## src/rtl/knn_vote.sv

```systemverilog
// Majority vote over the K sorted neighbour labels: count phase, scan phase, done pulse.
// Optional distance weighting (nearest slot counts K) is enabled by defining KNN_VOTE_WEIGHT_EN.
module knn_vote #(
    parameter int K         = 10,
    parameter int LABEL_W   = 8,
    parameter int N_CLASSES = 10,
    parameter int CNT_W     = $clog2(K + 1),
    parameter int VOTE_W    = $clog2(K * (K + 1) / 2 + 1)
) (
    input  logic                 clk,
    input  logic                 rst,
    input  logic                 start,
    input  logic [K*LABEL_W-1:0] neighbours,
    input  logic [CNT_W-1:0]     valid_cnt,
    output logic                 busy,
    output logic                 done,
    output logic [LABEL_W-1:0]   label,
    output logic [VOTE_W-1:0]    votes
);

    // state | meaning
    // IDLE  | waiting for start, result outputs hold
    // COUNT | one neighbour slot per cycle added to its class tally
    // SCAN  | one class per cycle compared against the running best
    // DONE  | publish best class and its tally with a one-cycle done
    localparam int IDX_MAX = (K > N_CLASSES) ? K : N_CLASSES;
    localparam int IDX_W   = $clog2(IDX_MAX + 1);

    typedef enum logic [1:0] {IDLE, COUNT, SCAN, DONE} state_t;

    state_t               state;
    logic [K*LABEL_W-1:0] nb_q;
    logic [CNT_W-1:0]     cnt_q;
    logic [IDX_W-1:0]     idx;
    logic [VOTE_W-1:0]    tally [N_CLASSES];
    logic [LABEL_W-1:0]   best_label;
    logic [VOTE_W-1:0]    best_votes;
    logic [LABEL_W-1:0]   cur_label;
    logic                 slot_hit;
    logic [VOTE_W-1:0]    inc;
    logic [VOTE_W-1:0]    scan_tally;

    // The latched list shifts down one slot per COUNT cycle, so slot idx is always at the bottom.
    assign cur_label = nb_q[LABEL_W-1:0];

    always_comb begin
        slot_hit = (int'(idx) < int'(cnt_q)) && (int'(cur_label) < N_CLASSES);
`ifdef KNN_VOTE_WEIGHT_EN
        inc = VOTE_W'(K - int'(idx));
`else
        inc = VOTE_W'(1);
`endif
    end

    always_comb begin
        scan_tally = '0;
        for (int c = 0; c < N_CLASSES; c++) begin
            if (int'(idx) == c) scan_tally = tally[c];
        end
    end

    always_ff @(posedge clk) begin
        if (rst) begin
            state      <= IDLE;
            busy       <= 1'b0;
            done       <= 1'b0;
            label      <= '0;
            votes      <= '0;
            idx        <= '0;
            nb_q       <= '0;
            cnt_q      <= '0;
            best_label <= '0;
            best_votes <= '0;
            for (int c = 0; c < N_CLASSES; c++) tally[c] <= '0;
        end else begin
            done <= 1'b0;
            case (state)
                IDLE: begin
                    if (start) begin
                        nb_q  <= neighbours;
                        cnt_q <= (int'(valid_cnt) > K) ? CNT_W'(K) : valid_cnt;
                        for (int c = 0; c < N_CLASSES; c++) tally[c] <= '0;
                        idx   <= '0;
                        busy  <= 1'b1;
                        state <= COUNT;
                    end
                end
                COUNT: begin
                    for (int c = 0; c < N_CLASSES; c++) begin
                        if (slot_hit && int'(cur_label) == c) tally[c] <= tally[c] + inc;
                    end
                    nb_q <= nb_q >> LABEL_W;
                    if (int'(idx) == K - 1) begin
                        idx        <= '0;
                        best_label <= '0;
                        best_votes <= '0;
                        state      <= SCAN;
                    end else begin
                        idx <= idx + IDX_W'(1);
                    end
                end
                SCAN: begin
                    // Strictly greater keeps the lowest class index on ties.
                    if (scan_tally > best_votes) begin
                        best_label <= LABEL_W'(idx);
                        best_votes <= scan_tally;
                    end
                    if (int'(idx) == N_CLASSES - 1) state <= DONE;
                    else                            idx   <= idx + IDX_W'(1);
                end
                DONE: begin
                    done  <= 1'b1;
                    busy  <= 1'b0;
                    label <= best_label;
                    votes <= best_votes;
                    state <= IDLE;
                end
                default: state <= IDLE;
            endcase
        end
    end

endmodule

```

## config.mk

```make
export PLATFORM = sky130hd
export DESIGN_NAME = knn_vote
export DESIGN_NICKNAME = d
export VERILOG_FILES = /design/src/rtl/knn_vote.sv
export SDC_FILE = /design/constraint.sdc
export NUM_CORES = 1
export LEC_CHECK = 0
export CAP_MARGIN = 20
export CORE_AREA = 3 3 125 187
export CTS_CLUSTER_SIZE = 10
export DETAILED_ROUTE_END_ITERATION = 16
export DIE_AREA = 0 0 128 190
export GPL_ROUTABILITY_DRIVEN = 0
export RECOVER_POWER = 50
export SYNTH_ARGS = -nofsm -noshare
export SYNTH_HDL_FRONTEND = slang
export SYNTH_SLANG_ARGS = --single-unit
```

## constraint.sdc

```tcl
create_clock -name clk -period 3.2 [get_ports clk]
set_clock_uncertainty 0.2 [all_clocks]
set_input_delay 0.64 -clock clk [delete_from_list [all_inputs] [get_ports clk]]
set_output_delay 0.64 -clock clk [all_outputs]
set_load 0.01 [all_outputs]
```

After elaboration in Yosys (flattened, before gate mapping)
Memory sizes are Yosys's and may differ from the RTL's.
Index checks and enable logic that the tools add are counted.
- reduce and logical (&&, ||, !) cells: 24
- $add $sub $neg: 11
- $lt $le $gt $ge: 4
- equal/unequal tests: 26
- mux-type cells: 96
- bitwise gates (word level): 20
- operators with widths (kind ; count):
    $mux 6 ; 32
    $pmux 80 s2 ; 1
    $mux 80 ; 1
    $add 6x1->6 const B ; 10
    $mux 1 ; 48
    $eq 8x4->1 const B ; 4
    $eq 4x4->1 const B ; 6
    $or 1x1->1 ; 20
    $eq 8x3->1 const B ; 2
    $eq 8x5->1 const B ; 2
    $mux 4 ; 4
    $mux 8 ; 2
    $pmux 8 s2 ; 1
    $pmux 4 s3 ; 1
    $pmux 6 s2 ; 1
    $logic_and 1x1->1 ; 11
    $ne 2x2->1 const B ; 5
    $reduce_and 3->1 ; 3
    $eq 4x3->1 const B ; 2
    $eq 8x2->1 const B ; 1
    $logic_not 8->1 ; 1
    $lt 8x4->1 const B ; 1
    $pmux 2 s4 ; 1
    $gt 6x6->1 ; 1
    other kinds (13) ; 20
- RAM bits: 60
- memories kept: 1
- register bits: 120
- word-level logic and storage cells: 192
- output and inout bits: 16
- memory list (name ; words ; bits a word ; read ports ; clocked after memory_dff ; wr ports ; line ; RTL):
    tally ; 10 ; 6 ; 10 ; 0 ; 10 ; 35 ; logic [VOTE_W-1:0] tally [N_CLASSES];

Longest topological paths before layout
Gate-level depths: netlist of run 1.
- depth in word-level cells: 14
- gate-level depth with buffers: 15

Worst setup path after synthesis of run 1
No wires, ideal clock.
- kind: register -> register
- start: register idx[0]
- end: register best_votes[0]
- required time: 2.938 ns
- setup time: 0.062 ns
- clock period less this slack: 3.224 ns
- slack: -0.024 ns
- stages on the path, launching flop included: 15
- data arrival time: 2.962 ns
- path through: dfxtp_1 > inv_1 > ha_1 > buf_2 > clkbuf_1 > a21oi_1 > a221oi_1 > o22ai_1 > a221oi_2 > ha_1 > nand4_1 > o22ai_1 > o21bai_1 > a211oi_1 > a32o_1
- word-level cells in the longest chain between the ends: 14
- elaborated cells between the ends (all ways): 26
- ends and longest elaborated chain (element ; line ; RTL):
    start, declared ; 34 ; logic [IDX_W-1:0] idx;
    start signal, assigned ; 99 ; idx <= idx + IDX_W'(1);
    start signal, assigned ; 109 ; else idx <= idx + IDX_W'(1);
    $logic_not 4->1 ; 58 ; if (int'(idx) == c) scan_tally = tally[c];
    $mux 6 (10 in series) ; 58 ;
    $gt 6x6->1 ; 104 ; if (scan_tally > best_votes) begin
    $ne 2x2->1 (no source line) ; -- ;
    $reduce_and 3->1 (no source line) ; -- ;
    end signal, assigned ; 106 ; best_votes <= scan_tally;
    end, declared ; 37 ; logic [VOTE_W-1:0] best_votes;
Several ways; a longest one is shown, not always the timed one. The select of a mux whose other input is x is not followed.
A chain may end at the register's enable or synchronous reset.

Worst setup path after layout of run 1
- start: register idx[1]
- end: register best_votes[0]
Same word-level chain as after synthesis.

==> impl_results.md, run 1 <==
- Actual transition at the worst max-transition pin: 1.22 ns
- Post-DR wirelength/cell: 16.6 um
- Routed vias/inst: 5.27
- Latest clock arrival within the worst-skew pair: 0.44 ns
- Register clock-pin slew on the reported worst setup and hold paths: 0.06 ns
- Simple-gate share of the synthesized area: 14.3%
- Layout Utilization: 50.8%
- Result of the run: complete, no violations
- Horizontal die dimension: 128 um
- Arrival time at the worst endpoint: 3.32 ns
- Detailed-placement wirelength estimate: 16200 um
- Lkg Pwr: 4.13 nW
- Highest net fanout along the worst path: 6
- Number of synthesized register bits: 172
- Post-synth ARST share: 0%
- Die area: 24300 um2
- Xor/xnor share of the synthesized area: 4.05%
- Overall power: 8.84 mW
- Hold path startpoint: cnt_q[3]$_SDFFE_PP0P_
- Proportion of layout cells with a drive suffix above 1: 12.5%
- Instance area after placement: 10200 um2
- Signed area change from the synthesized netlist to the final layout: 28.0%
- Average cell area after synthesis: 9.66 um2
- Top achievable clock speed: 0.318 GHz
- Adder-Cell Fraction of Synth Area: 3.91%
- Antenna violations before repair: 0
- Maximum number of pins on one net before global-route repair: 84
- FF-to-FF Start: idx[1]$_SDFFE_PP0P_
- Number of max-cap violations: 0
- Final standard cell area without fillers: 11100 um2
- Residual antenna-violating net count after detailed routing: 0
- Shortest clock period the worst path allows after layout: 3.15 ns
- Netlist area before placement: 8650 um2
- Standard-cell rows: 66
- CORE AREA: 21800 um2
- Hold-fix buffers, CTS: 0
- CTS Root Cell: clkbuf_16
- Detailed Route WL: 21600 um
- Fin. max-slew vios: 0
- Synth Instances: 895
- Total power density per cell area: 798 nW/um2
- Total vias in the final route: 6845
- Total grt overflow: 0
- Residual DRC count: 0
- Non-filler cells in the finished layout: 1298
- Final setup viols: 0
- Type of destination of the critical path: register
- EDFF count, synth: 60
- Antenna diode count: 0
- First-pass GRT wire length: 34700 um
- Pre-antenna DRT Iters: 5
- Effective utilization at floorplan: 39.7%
- CTS tree: done
- Die Ht: 190 um
- Compound-cell area share of the yosys netlist: 16.4%
- I/O Pins: 103
- Final hold viol count: 0
- Gr usage total: 18.1%
- Final net count: 1127
- H-tree depth: 4
- CTS Buffer Depth: 2
- Part of the Yosys area used for sequential elements: 46.8%
- Yosys warns: 0
- Inst Count DP: 1262
- Clock net sink count: 172
- Num CTS Buffers: 17
- Port-buffer cells: 98
- First DRT Iteration DRCs: 330
- Number of library cell types mapped by synthesis: 56
- Dominant combinational cell family by area after synthesis: compound AO/OA/AOI/OAI gates
- Proportion of synthesized area in mux cells: 9.74%
- Via count of the first global-routing pass: 6877
- Required time of the worst setup path: 3.38 ns
- RSZ-0062 raised after global routing: yes
- Critical Path Start: idx[1]$_SDFFE_PP0P_
- Period Utilization, post-route: 98.3%
- Worst slew slack as a fraction of its limit: 17.7%
- Nature of the critical path startpoint: register
- Worst-case vdd ir drop: 0.567 mV
- Fin Hold WS: 0.256 ns
- Category of the most critical setup path: register to register
- Prevailing post-synth register cell: dfxtp_1
- Min-delay worst type: register to register
## timing repair
action                                  in CTS  in global routing
buffers inserted                             1                  4
endpoints found under the setup margin      10                 10
endpoints found under the hold margin        0                  0
gates resized for setup                     12                 39
pin swaps                                    4                 11
## state kept, by name, indices dropped and copies added, names as in the netlist
name / count
best_label: 4
best_votes: 6
busy: 1
cnt_q: 4
done: 1
idx: 4
label: 4
nb_q: 80
state: 2
tally: 60
votes: 6
## layer usage
layer / share of wire (%) / GRT usage, %
met1: 40 / 19.9
met2: 53 / 32.5
met3: 4.0 / 4.97
met4: 3.3 / 7.64
met5: 0 / 0
## where the power goes
part | switching (mW) | internal, mW | leakage [nW] | total (mW)
clock | 0.849 | 1.29 | 0.309 | 2.14
combinational | 1.77 | 1.50 | 2.24 | 3.27
sequential | 0.472 | 2.96 | 1.58 | 3.43
## cells in the mapped netlist, types with 13 or more instances
cell / number / area [um2]
a211oi_1: 78 / 586
a21oi_1: 27 / 135
a221oi_1: 16 / 140
clkbuf_1: 34 / 128
dfxtp_1: 112 / 2240
edfxtp_1: 60 / 1800
ha_1: 27 / 338
inv_1: 45 / 169
mux2i_1: 83 / 831
nand2_1: 24 / 90.1
nand3_1: 24 / 120
nand3b_1: 13 / 97.6
nor2_1: 176 / 661
xnor2_1: 26 / 228
xor2_1: 14 / 123
## final timing paths
check	depth (start not counted)	slack (ns)	to
worst max register to register	12	0.05	best_votes[0]$_SDFFE_PP0P_
worst min register to register	2	0.26	cnt_q[3]$_SDFFE_PP0P_
worst min-delay path	2	0.26	cnt_q[3]$_SDFFE_PP0P_
worst max-delay path	12	0.05	best_votes[0]$_SDFFE_PP0P_
## cell usage in the layout (no fill, tap or decap), drive strengths merged, types with 2 or more instances in the layout
cell type and n:
a211oi 78, a221oi 20, o31ai 2, nand3 24
mux2i 83, dlygate4sd3 12, a31oi 2, ha 27
xnor2 26, o22ai 12, nor3b 2, o21ai 6
or3 2, nor2 176, clkinv 5, o32ai 4
a22oi 9, clkbuf 29, nand2b 11, bufinv 3
and2 2, a21oi 28, nand2 24, conb 4
inv 49, xor2 14, and3 11, a22o 9
o2111ai 2, nor2b 6, clkdlybuf4s50 85, buf 47
nand3b 13, nor3 2, dfxtp 112, o211ai 10
edfxtp 60
## cell families (layout without fill, tap and decap cells)
kind of cell,count (synthesis),after routing
AOI/OAI and AO/OA,191,191
adders and majority gates,27,27
buffers and inverters,102,230
DFF,172,172
and+or+nand+nor,278,278
xor gates and xnor gates,40,40
other,1,4
muxes,84,84
## cell type report
class,instances,area (um2)
Clock buffer,21,470
Tap cell,272,340
Fill cell,2092,10700
Multi-Input combinational cell,624,4480
Inverter,46,173
Clock inverter,11,139
Timing Repair Buffer,152,1430
Sequential cell,172,4050
## metrics by stage
stage,worst slack (ns),TNS [ns]
4_1_cts,0.0226,0
5_1_grt,-0.0761,-0.490
2_1_floorplan,0.0382,0
3_3_place_gp,-0.0530,-0.264
6_report,0.0545,0
3_5_place_dp,-0.141,-1.08
## critical path, stage by stage (launching register included)
cell      delay, ns
dfxtp_2        0.32
buf_6          0.13
ha_4           0.15
or3_4          0.42
a221oi_2       0.26
o22ai_2        0.13
a221oi_2       0.30
ha_1           0.29
nand4_1        0.11
o22ai_2        0.08
o21bai_4       0.19
a211oi_4       0.29
a32o_1         0.21
No activity file was read; power rests on OpenSTA's default activity.
==> run 2, diff against run 1 <==
Settings changed: ABC_AREA from default to 0, CORE_AREA 3 3 125 187 to 2 2 124 186, DIE_AREA 0 0 128 190 to 0 0 126 188.
==> impl_results.md, run 2 (synthesized netlist as in run 1, its figures left out) <==
- Total power density per cell area: 789 nW/um2 (-1.2%)
- Clk pwr share: 23.9% (-0.3 points)
- Final worst setup slack: 0.0376 ns (-0.0168 ns)
- End of the critical path: best_votes[0]$_SDFFE_PP0P_
- Shortest clock period the worst path allows after layout: 3.16 ns (+0.0168 ns)
- Proportion of layout cells with a drive suffix above 1: 11.7% (-0.79 points)
- CTS tree: done
- Most common library cell in the layout ignoring fill and taps: nor2_1
- Proportion of power drawn by combinational gates: 36.8% (-0.2 points)
- Total grt overflow: 0 (unchanged)
- Residual DRC count: 0 (unchanged)
- Sequential Power Share: 39.3% (+0.4 points)
- Number of flip-flops in the largest register: 80 (unchanged)
- Final setup viols: 0 (unchanged)
- Cell count along the critical path: 11 (-1)
- First-pass GRT wire length: 33600 um (-3.3%)
- Register clock-pin slew on the reported worst setup and hold paths: 0.06 ns (about the same)
- Int Pwr: 5.67 mW (-1.4%)
- Fin. max-slew vios: 0 (unchanged)
- Largest registers ranked by flip-flop count: nb_q x80, tally x60
- RSZ-0062 raised after global routing: yes
- CORE AREA: 22100 um2 (+1.5%)
- Die Ht: 188 um (-1.1%)
- CTS Root Cell: clkbuf_16
- Layout Utilization: 50.0% (-0.79 points)
- Overall power: 8.73 mW (-1.3%)
- Type of destination of the critical path: register
- Top achievable clock speed: 0.316 GHz (-0.53%)
- Switching component of the power: 3.06 mW (-1.0%)
- CTS Buffer Depth: 2 (unchanged)
- Switching part of the total: 35.0% (+0.077 points)
- Effective utilization at floorplan: 39.1% (-0.59 points)
- Number of max-cap violations: 0 (unchanged)
- Maximum number of pins on one net before global-route repair: 63 (-25%)
- CP Buf/Inv Count: 0 (-1)
- Final total negative setup slack: 0 ns (unchanged)
- Path depth of the worst reg2reg path: 11 (-1)
- Horizontal die dimension: 126 um (-1.6%)
- Fin Hold WS: 0.265 ns (+0.00888 ns)
- Hold-fix buffers, CTS: 0 (unchanged)
- Signed area change from the synthesized netlist to the final layout: 28.0% (about the same)
- Antenna diode count: 0 (unchanged)
- Required time of the worst setup path: 3.32 ns (-0.06 ns)
- FF-to-FF Start: idx[0]$_SDFFE_PP0P_
- Num CTS Buffers: 17 (unchanged)
- Antenna violations before repair: 0 (unchanged)
- Clock net sink count: 172 (unchanged)
- Final standard cell area without fillers: 11100 um2 (about the same)
- Min-delay worst type: register to register
- I/O Pins: 103 (unchanged)
- Die area: 23700 um2 (-2.6%)
- Final net count: 1128 (+0.089%)
- Result of the run: complete, no violations
- Cells traversed along the worst timing path: ha_4 -> or3_4 -> a221oi_2 -> o22ai_2 -> a221oi_2 -> ha_1 -> nand4_1 -> o22ai_2 -> o21ba_2 -> o22ai_4 -> a32o_1
- Worst setup timing slack at the placement stage: -0.248 ns (-0.107 ns)
- Non-filler cells in the finished layout: 1303 (+0.39%)
- Post-DR wirelength/cell: 16.3 um (-2.2%)
- Highest net fanout along the worst path: 6 (unchanged)
- H-tree depth: 4 (unchanged)
- Via count of the first global-routing pass: 6651 (-3.3%)
- Actual transition at the worst max-transition pin: 1.12 ns (-0.0983 ns)
- Gr usage total: 17.8% (-0.32 points)
- Port-buffer cells: 98 (unchanged)
- Detailed Route WL: 21200 um (-1.8%)
- Critical Path Start: idx[0]$_SDFFE_PP0P_
- First DRT Iteration DRCs: 355 (+7.6%)
- Worst slew slack as a fraction of its limit: 24.8% (+7.1 points)
- Residual antenna-violating net count after detailed routing: 0 (unchanged)
- Routed vias/inst: 5.24 (-0.62%)
- Instance area after placement: 10200 um2 (-0.20%)
- Nature of the critical path startpoint: register
- Hold path startpoint: cnt_q[0]$_SDFFE_PP0P_
- Lkg Pwr: 4.13 nW (about the same)
- Category of the most critical setup path: register to register
- Maximum single-stage delay on the critical path: 0.43 ns (about the same)
- Inst Count DP: 1261 (-0.079%)
- Worst-case vdd ir drop: 0.476 mV (-16%)
- Worst R2R End: best_votes[0]$_SDFFE_PP0P_
- Master of the slowest instance on the critical path: or3_4
- Largest reg by FF count: nb_q
- Period Utilization, post-route: 98.8% (+0.53 points)
- Detailed-placement wirelength estimate: 15500 um (-4.3%)
- Arrival time at the worst endpoint: 3.28 ns (-0.04 ns)
- Pre-antenna DRT Iters: 5 (unchanged)
- Standard-cell rows: 67 (+1.5%)
- Latest clock arrival within the worst-skew pair: 0.43 ns (about the same)
- Worst reg2reg setup slack: 0.04 ns (-0.02 ns)
- Cell class contributing the biggest share of worst-path delay: compound AO/OA/AOI/OAI gates
- Total vias in the final route: 6829 (-0.23%)
- Final hold viol count: 0 (unchanged)
- Most used cells in the layout excluding fill and tap cells: nor2_1, dfxtp_1, clkdlybuf4s50_1
[run 2: changes by cell type in the layout (fill, tap and decap cells not counted), moves of 3 or more]
cell,change
a221oi_1,+3
a221oi_2,-3
clkbuf_8,+3
a21oi_1,+3
a21oi_2,-3
[run 2: power groups by stage]
| stage | clock [mW] | sequential, mW | combinational, mW |
|---|---|---|---|
| detailed placement | 0 | 3.48 | 3.09 |
| floorplan | 0 | 3.30 | 2.23 |
| CTS | 2.15 | 3.44 | 3.14 |
| finish | 2.08 | 3.43 | 3.21 |
| global placement | 0 | 3.47 | 3.07 |
| global route | 2.24 | 3.52 | 3.55 |
[run 2: tightest hold or removal path: stages, from the launching register on]
cell and delay (ns):
dfxtp_1 0.32, nand2_1 0.05, a21oi_1 0.05
[run 2: how the worst min path moves through the flow]
stage	end	slack, ns	depth (start not counted)
3_3_place_gp	cnt_q[0]$_SDFFE_PP0P_	0.25	2
3_5_place_dp	cnt_q[0]$_SDFFE_PP0P_	0.25	2
5_1_grt	idx[0]$_SDFFE_PP0P_	0.26	2
4_1_cts	idx[1]$_SDFFE_PP0P_	0.25	2
6_report	cnt_q[0]$_SDFFE_PP0P_	0.26	2
2_1_floorplan	cnt_q[0]$_SDFFE_PP0P_	0.23	2
[run 2: layout make-up]
class / instances / area (um2)
flip-flops and latches: 172 / 4050
fillers: 2067 / 11100
multi-input cells: 624 / 4410
clock buffers: 24 / 533
well taps: 276 / 345
clock inverters: 8 / 75.1
inverters: 46 / 175
repair buffers: 153 / 1470
[run 2: metal layers]
layer	global-route usage [%]	wire [um]	vias to the layer above	part of all wire, %
li1	-	-	3474	-
met1	20.3	8580	3169	40
met2	31.5	11000	147	52
met3	4.02	857	39	4.0
met4	7.99	733	0	3.5
met5	0	0	-	0
[run 2: timing repair]
item,4_1_cts,5_1_grt
pin swaps,6,19
gates resized for setup,10,38
endpoints found under the setup margin,10,10
buffers inserted,2,7
gates cloned,0,1
endpoints found under the hold margin,0,0
